===== config.mk =====
export PLATFORM = sky130hd
export DESIGN_NAME = dmem_arbiter
export DESIGN_NICKNAME = d
export VERILOG_FILES = /design/src/rtl/dmem_arbiter.sv
export SDC_FILE = /design/constraint.sdc
export NUM_CORES = 1
export LEC_CHECK = 0
export CAP_MARGIN = 20
export CORE_ASPECT_RATIO = 1.5
export CORE_MARGIN = 2
export CORE_UTILIZATION = 35
export DETAILED_ROUTE_END_ITERATION = 10
export PLACE_DENSITY = 0.75
export SYNTH_ARGS = -nofsm -noshare
export SYNTH_HDL_FRONTEND = slang
export SYNTH_SLANG_ARGS = --single-unit

===== constraint.sdc =====
create_clock -name clk -period 4.64 [get_ports clk]
set_input_delay 0.928 -clock clk [delete_from_list [all_inputs] [get_ports clk]]
set_output_delay 0.928 -clock clk [all_outputs]
set_load 0.05 [all_outputs]

===== src/rtl/dmem_arbiter.sv =====
// dmem_arbiter: shares one 256x4 data memory between two requesters, with
//   round-robin grant and per-port lock so one port can keep ownership.
// Latency: req seen in IDLE at cycle N -> memory access at N+1, ack at N+2.
// Backpressure: req is held until ack. A non-eligible or losing port waits.
// Ports:
//   clk, rst                    clock and async active-high reset
//   reqN/weN/addrN/wdataN/lockN request side of port N (N = 0, 1)
//   ackN, rdataN                one-cycle completion pulse, registered read data
//   mem_we/mem_addr/mem_wdata   memory pins driven by the arbiter
//   mem_rdata                   combinational memory read data
module dmem_arbiter #(
  parameter int AW = 8,
  parameter int DW = 4
) (
  input  logic          clk,
  input  logic          rst,
  input  logic          req0,
  input  logic          req1,
  input  logic          we0,
  input  logic          we1,
  input  logic [AW-1:0] addr0,
  input  logic [AW-1:0] addr1,
  input  logic [DW-1:0] wdata0,
  input  logic [DW-1:0] wdata1,
  input  logic          lock0,
  input  logic          lock1,
  output logic          ack0,
  output logic          ack1,
  output logic [DW-1:0] rdata0,
  output logic [DW-1:0] rdata1,
  output logic          mem_we,
  output logic [AW-1:0] mem_addr,
  output logic [DW-1:0] mem_wdata,
  input  logic [DW-1:0] mem_rdata
);

  typedef enum logic [1:0] {
    S_IDLE   = 2'd0,
    S_ACCESS = 2'd1,
    S_DONE   = 2'd2
  } state_t;

  state_t        state_q, state_d;
  logic          win_q, win_d;        // port being served
  logic          we_q, we_d;
  logic [AW-1:0] addr_q, addr_d;
  logic [DW-1:0] wdata_q, wdata_d;
  logic          last_q, last_d;      // port served most recently
  logic          own_vld_q, own_vld_d;
  logic          own_q, own_d;        // lock owner, meaningful when own_vld_q
  logic [DW-1:0] rdata0_q, rdata0_d;
  logic [DW-1:0] rdata1_q, rdata1_d;

  logic elig0, elig1, pick;

  // A recorded lock owner excludes the other port entirely.
  assign elig0 = req0 & (~own_vld_q | ~own_q);
  assign elig1 = req1 & (~own_vld_q |  own_q);
  // On a tie, the port not served last wins.
  assign pick  = (elig0 & elig1) ? ~last_q : elig1;

  always_ff @(posedge clk or posedge rst) begin
    if (rst) begin
      state_q   <= S_IDLE;
      win_q     <= 1'b0;
      we_q      <= 1'b0;
      addr_q    <= '0;
      wdata_q   <= '0;
      last_q    <= 1'b1;
      own_vld_q <= 1'b0;
      own_q     <= 1'b0;
      rdata0_q  <= '0;
      rdata1_q  <= '0;
    end else begin
      state_q   <= state_d;
      win_q     <= win_d;
      we_q      <= we_d;
      addr_q    <= addr_d;
      wdata_q   <= wdata_d;
      last_q    <= last_d;
      own_vld_q <= own_vld_d;
      own_q     <= own_d;
      rdata0_q  <= rdata0_d;
      rdata1_q  <= rdata1_d;
    end
  end

  always_comb begin
    state_d   = state_q;
    win_d     = win_q;
    we_d      = we_q;
    addr_d    = addr_q;
    wdata_d   = wdata_q;
    last_d    = last_q;
    own_vld_d = own_vld_q;
    own_d     = own_q;
    rdata0_d  = rdata0_q;
    rdata1_d  = rdata1_q;
    case (state_q)
      S_IDLE: begin
        if (elig0 | elig1) begin
          win_d   = pick;
          we_d    = pick ? we1    : we0;
          addr_d  = pick ? addr1  : addr0;
          wdata_d = pick ? wdata1 : wdata0;
          state_d = S_ACCESS;
        end
      end
      S_ACCESS: begin
        last_d = win_q;
        // Read data is captured at the edge that ends the access.
        if (!we_q) begin
          if (win_q) rdata1_d = mem_rdata;
          else       rdata0_d = mem_rdata;
        end
        state_d = S_DONE;
      end
      S_DONE: begin
        // The served port's req in this cycle belongs to the finished
        // transaction, so no arbitration happens here.
        own_vld_d = win_q ? lock1 : lock0;
        own_d     = win_q;
        state_d   = S_IDLE;
      end
      default: state_d = S_IDLE;
    endcase
  end

  // Reset returns state to IDLE, so ack and mem_we drop without a clock.
  assign ack0      = (state_q == S_DONE) & ~win_q;
  assign ack1      = (state_q == S_DONE) &  win_q;
  assign mem_we    = (state_q == S_ACCESS) & we_q;
  assign mem_addr  = addr_q;
  assign mem_wdata = wdata_q;
  assign rdata0    = rdata0_q;
  assign rdata1    = rdata1_q;

endmodule


==> metrics <==
Die Ht 76.2 µm; drt total wl 2.58 mm; Initial DRC Count 18; DR pass1 iterations 2; via count approximately 940; Core ar. 3380 µm²; HP Class reg -> reg; RSZ-0062 raised after global routing false; r2r worst-path depth 4; setup TNS 0 ps; mean post-synth cell area 12.2 µm²; Crit. End Element primary output; Max IR drop VDD 0.412 mV; cts hold-fix bufs 0; Ys Warns 0; clock sinks 27; Final Core Density 56.3%; f_max approximately 350 MHz; Crit Path Class reg -> out; Seq/Total Area, Yosys between 50% and 60%; setup bufs post-CTS 0; max-cap violations 0; Die Wd 52.2 µm; DIE AREA between 3000 and 4000 µm²; Reg-to-Reg Start last_q; r2r endpoint mem_wdata[2]; gpl congestion 0.724; Critical Path AT 1910 ps; Routed wire per std cell 12.7 µm; crit path time final 2830 ps; P per Cell Area 742 nW/µm²; Syn-to-layout area delta 56.4%; post-synth top area share a little over half; post-synthesis cell type count 18; synthesized area between 1000 and 1500 µm²; Commonest cells post-synth dfrtp_1, mux2i_1, nor2_1, mux2_2, a21oi_1; ANT nets after route 0; PortBufs 58; Mapped Nets 136; Worst-Margin Slew 919 ps; CTS tree yes; clk root buf clkbuf_8; drt drc 0; clk slew on worst S/H paths 90 ps; Cells after Synth 100; number of global-route vias before repair 1,044; Main synth FF type dfrtp_1; area fraction in compound gates after synthesis around an eighth; Slew HR 38.5%; crit path to mem_we; outcome complete, no violations; CP max FO 5; Final Cycle Share 61.1%; htree depth 1; Clock Latency Late Sink 260 ps; Final Skew 4.58 ps; Total GRT Usage between 10% and 20%; EDFF count, synth 0; initial antenna violation count 0; top cells by area, synth dfrtp_1, mux2i_1, mux2_2, nor2_1, a21oi_2; Synth Area in XOR/XNOR 0%; Initial Util around 36%; fraction of registers with async set/reset between 90% and 100%; layout net count just under 200; first-pass GRT wire length 4.32 mm; I/O pins between 50 and 60; top-count cell post-synth dfrtp_1; count of pins over their slew limit 0; Placement Rows 26; Post-Synth Adder-Cell Area 0%; r2r setup slk 2800 ps; Synth Area in Simple Gates 8.74%; largest area contributor in the netlist dfrtp_1; GR Overflow Total 0; post-DP HPWL 2.12 mm; startpoint type of the worst setup path flip-flop; post-cts resize count 0; main combinational cell family by area after synthesis multiplexers; Final Hold Viols 0; antenna diode count 0; crit path launch state_q[1]; layout cells sized above 1 14.3%; WP data required 3710 ps; post-synthesis register bit count 27; leakage 0.826 nW; CTS buffer count 3; CTS Buffer Depth 2; pin count of the biggest net entering global routing 29; vias per inst approximately 4.6; multiplexer share of the synthesized area 20.6%; Final setup viols 0
-- cells in the final DEF (no fill, tap or decap), types with 2 or more instances in the layout --
cell type | netlist | layout
o21ai_0 | 2 | 2
clkdlybuf4s50_1 | 0 | 58
inv_1 | 3 | 3
a21oi_2 | 6 | 6
nor2_1 | 16 | 16
a21oi_1 | 7 | 7
nand2b_1 | 3 | 3
dfrtp_1 | 26 | 26
nor3_1 | 2 | 2
nand2_1 | 3 | 3
clkbuf_8 | 0 | 3
mux2i_1 | 16 | 16
mux2_2 | 8 | 8
-- state kept, by name (all words and copies together), names as in the netlist --
register and cells:
own_vld_q 1, own_q 1, win_q 1, mem_addr 8, last_q 1, rdata0 4
mem_wdata 4, state_q 2, we_q 1, rdata1 4
-- worst min-delay path by stage --
stage               startpoint         to  slack (ps)  cells past startpoint
global placement        last_q     last_q         480                      2
finish                  last_q     last_q         510                      2
CTS                  rdata1[1]  rdata1[1]         520                      1
global route         rdata1[1]  rdata1[1]         540                      1
detailed placement   rdata1[1]  rdata1[1]         500                      1
floorplan               last_q     last_q         460                      2
-- metal layers --
layer	vias up	global-route usage (%)	share of wire, %	wire length (µm)
li1	465	-	-	-
met1	436	15.6	37	965
met2	37	26.3	55	1430
met3	0	2.94	7.1	183
met4	0	1.54	0	0
met5	-	0	0	0
-- metrics by stage --
stage,hold WS (ps),instance area (µm²),instances,power [mW],setup slack (ps)
5_1_grt,536,1900,203,1.50,1710
2_1_floorplan,460,1220,100,1.03,2430
4_1_cts,519,1880,202,1.43,1790
6_report,507,1900,203,1.41,1810
3_3_place_gp,481,1830,198,1.28,1900
3_5_place_dp,497,1830,198,1.30,1840
-- worst max-delay path, stage by stage (launching register included) --
cell	delay, ps
dfrtp_1	420
nand2b_1	210
inv_1	90
and2_1	130
clkdlybuf4s50_1	800
-- report_power, final --
| group | internal [mW] | switching (mW) |
|---|---|---|
| clock network | 0.0599 | 0.0660 |
| registers | 0.353 | 0.0745 |
| logic | 0.320 | 0.540 |
-- cell type report --
type / count / area (µm²)
Fill cell: 308 / 1480
Sequential cell: 27 / 677
Timing Repair Buffer: 60 / 616
Multi-Input combinational cell: 67 / 502
Tap cell: 42 / 52.6
Clock buffer: 3 / 41.3
Inverter: 3 / 11.3
Clock inverter: 1 / 5.00
-- kinds of logic after synthesis --
kind of cell / count (synthesis)
DFF: 27
buffers and inverters: 6
AOI/OAI and AO/OA: 18
and+or+nand+nor: 25
muxes: 24
(Power assumes the default switching activity.)
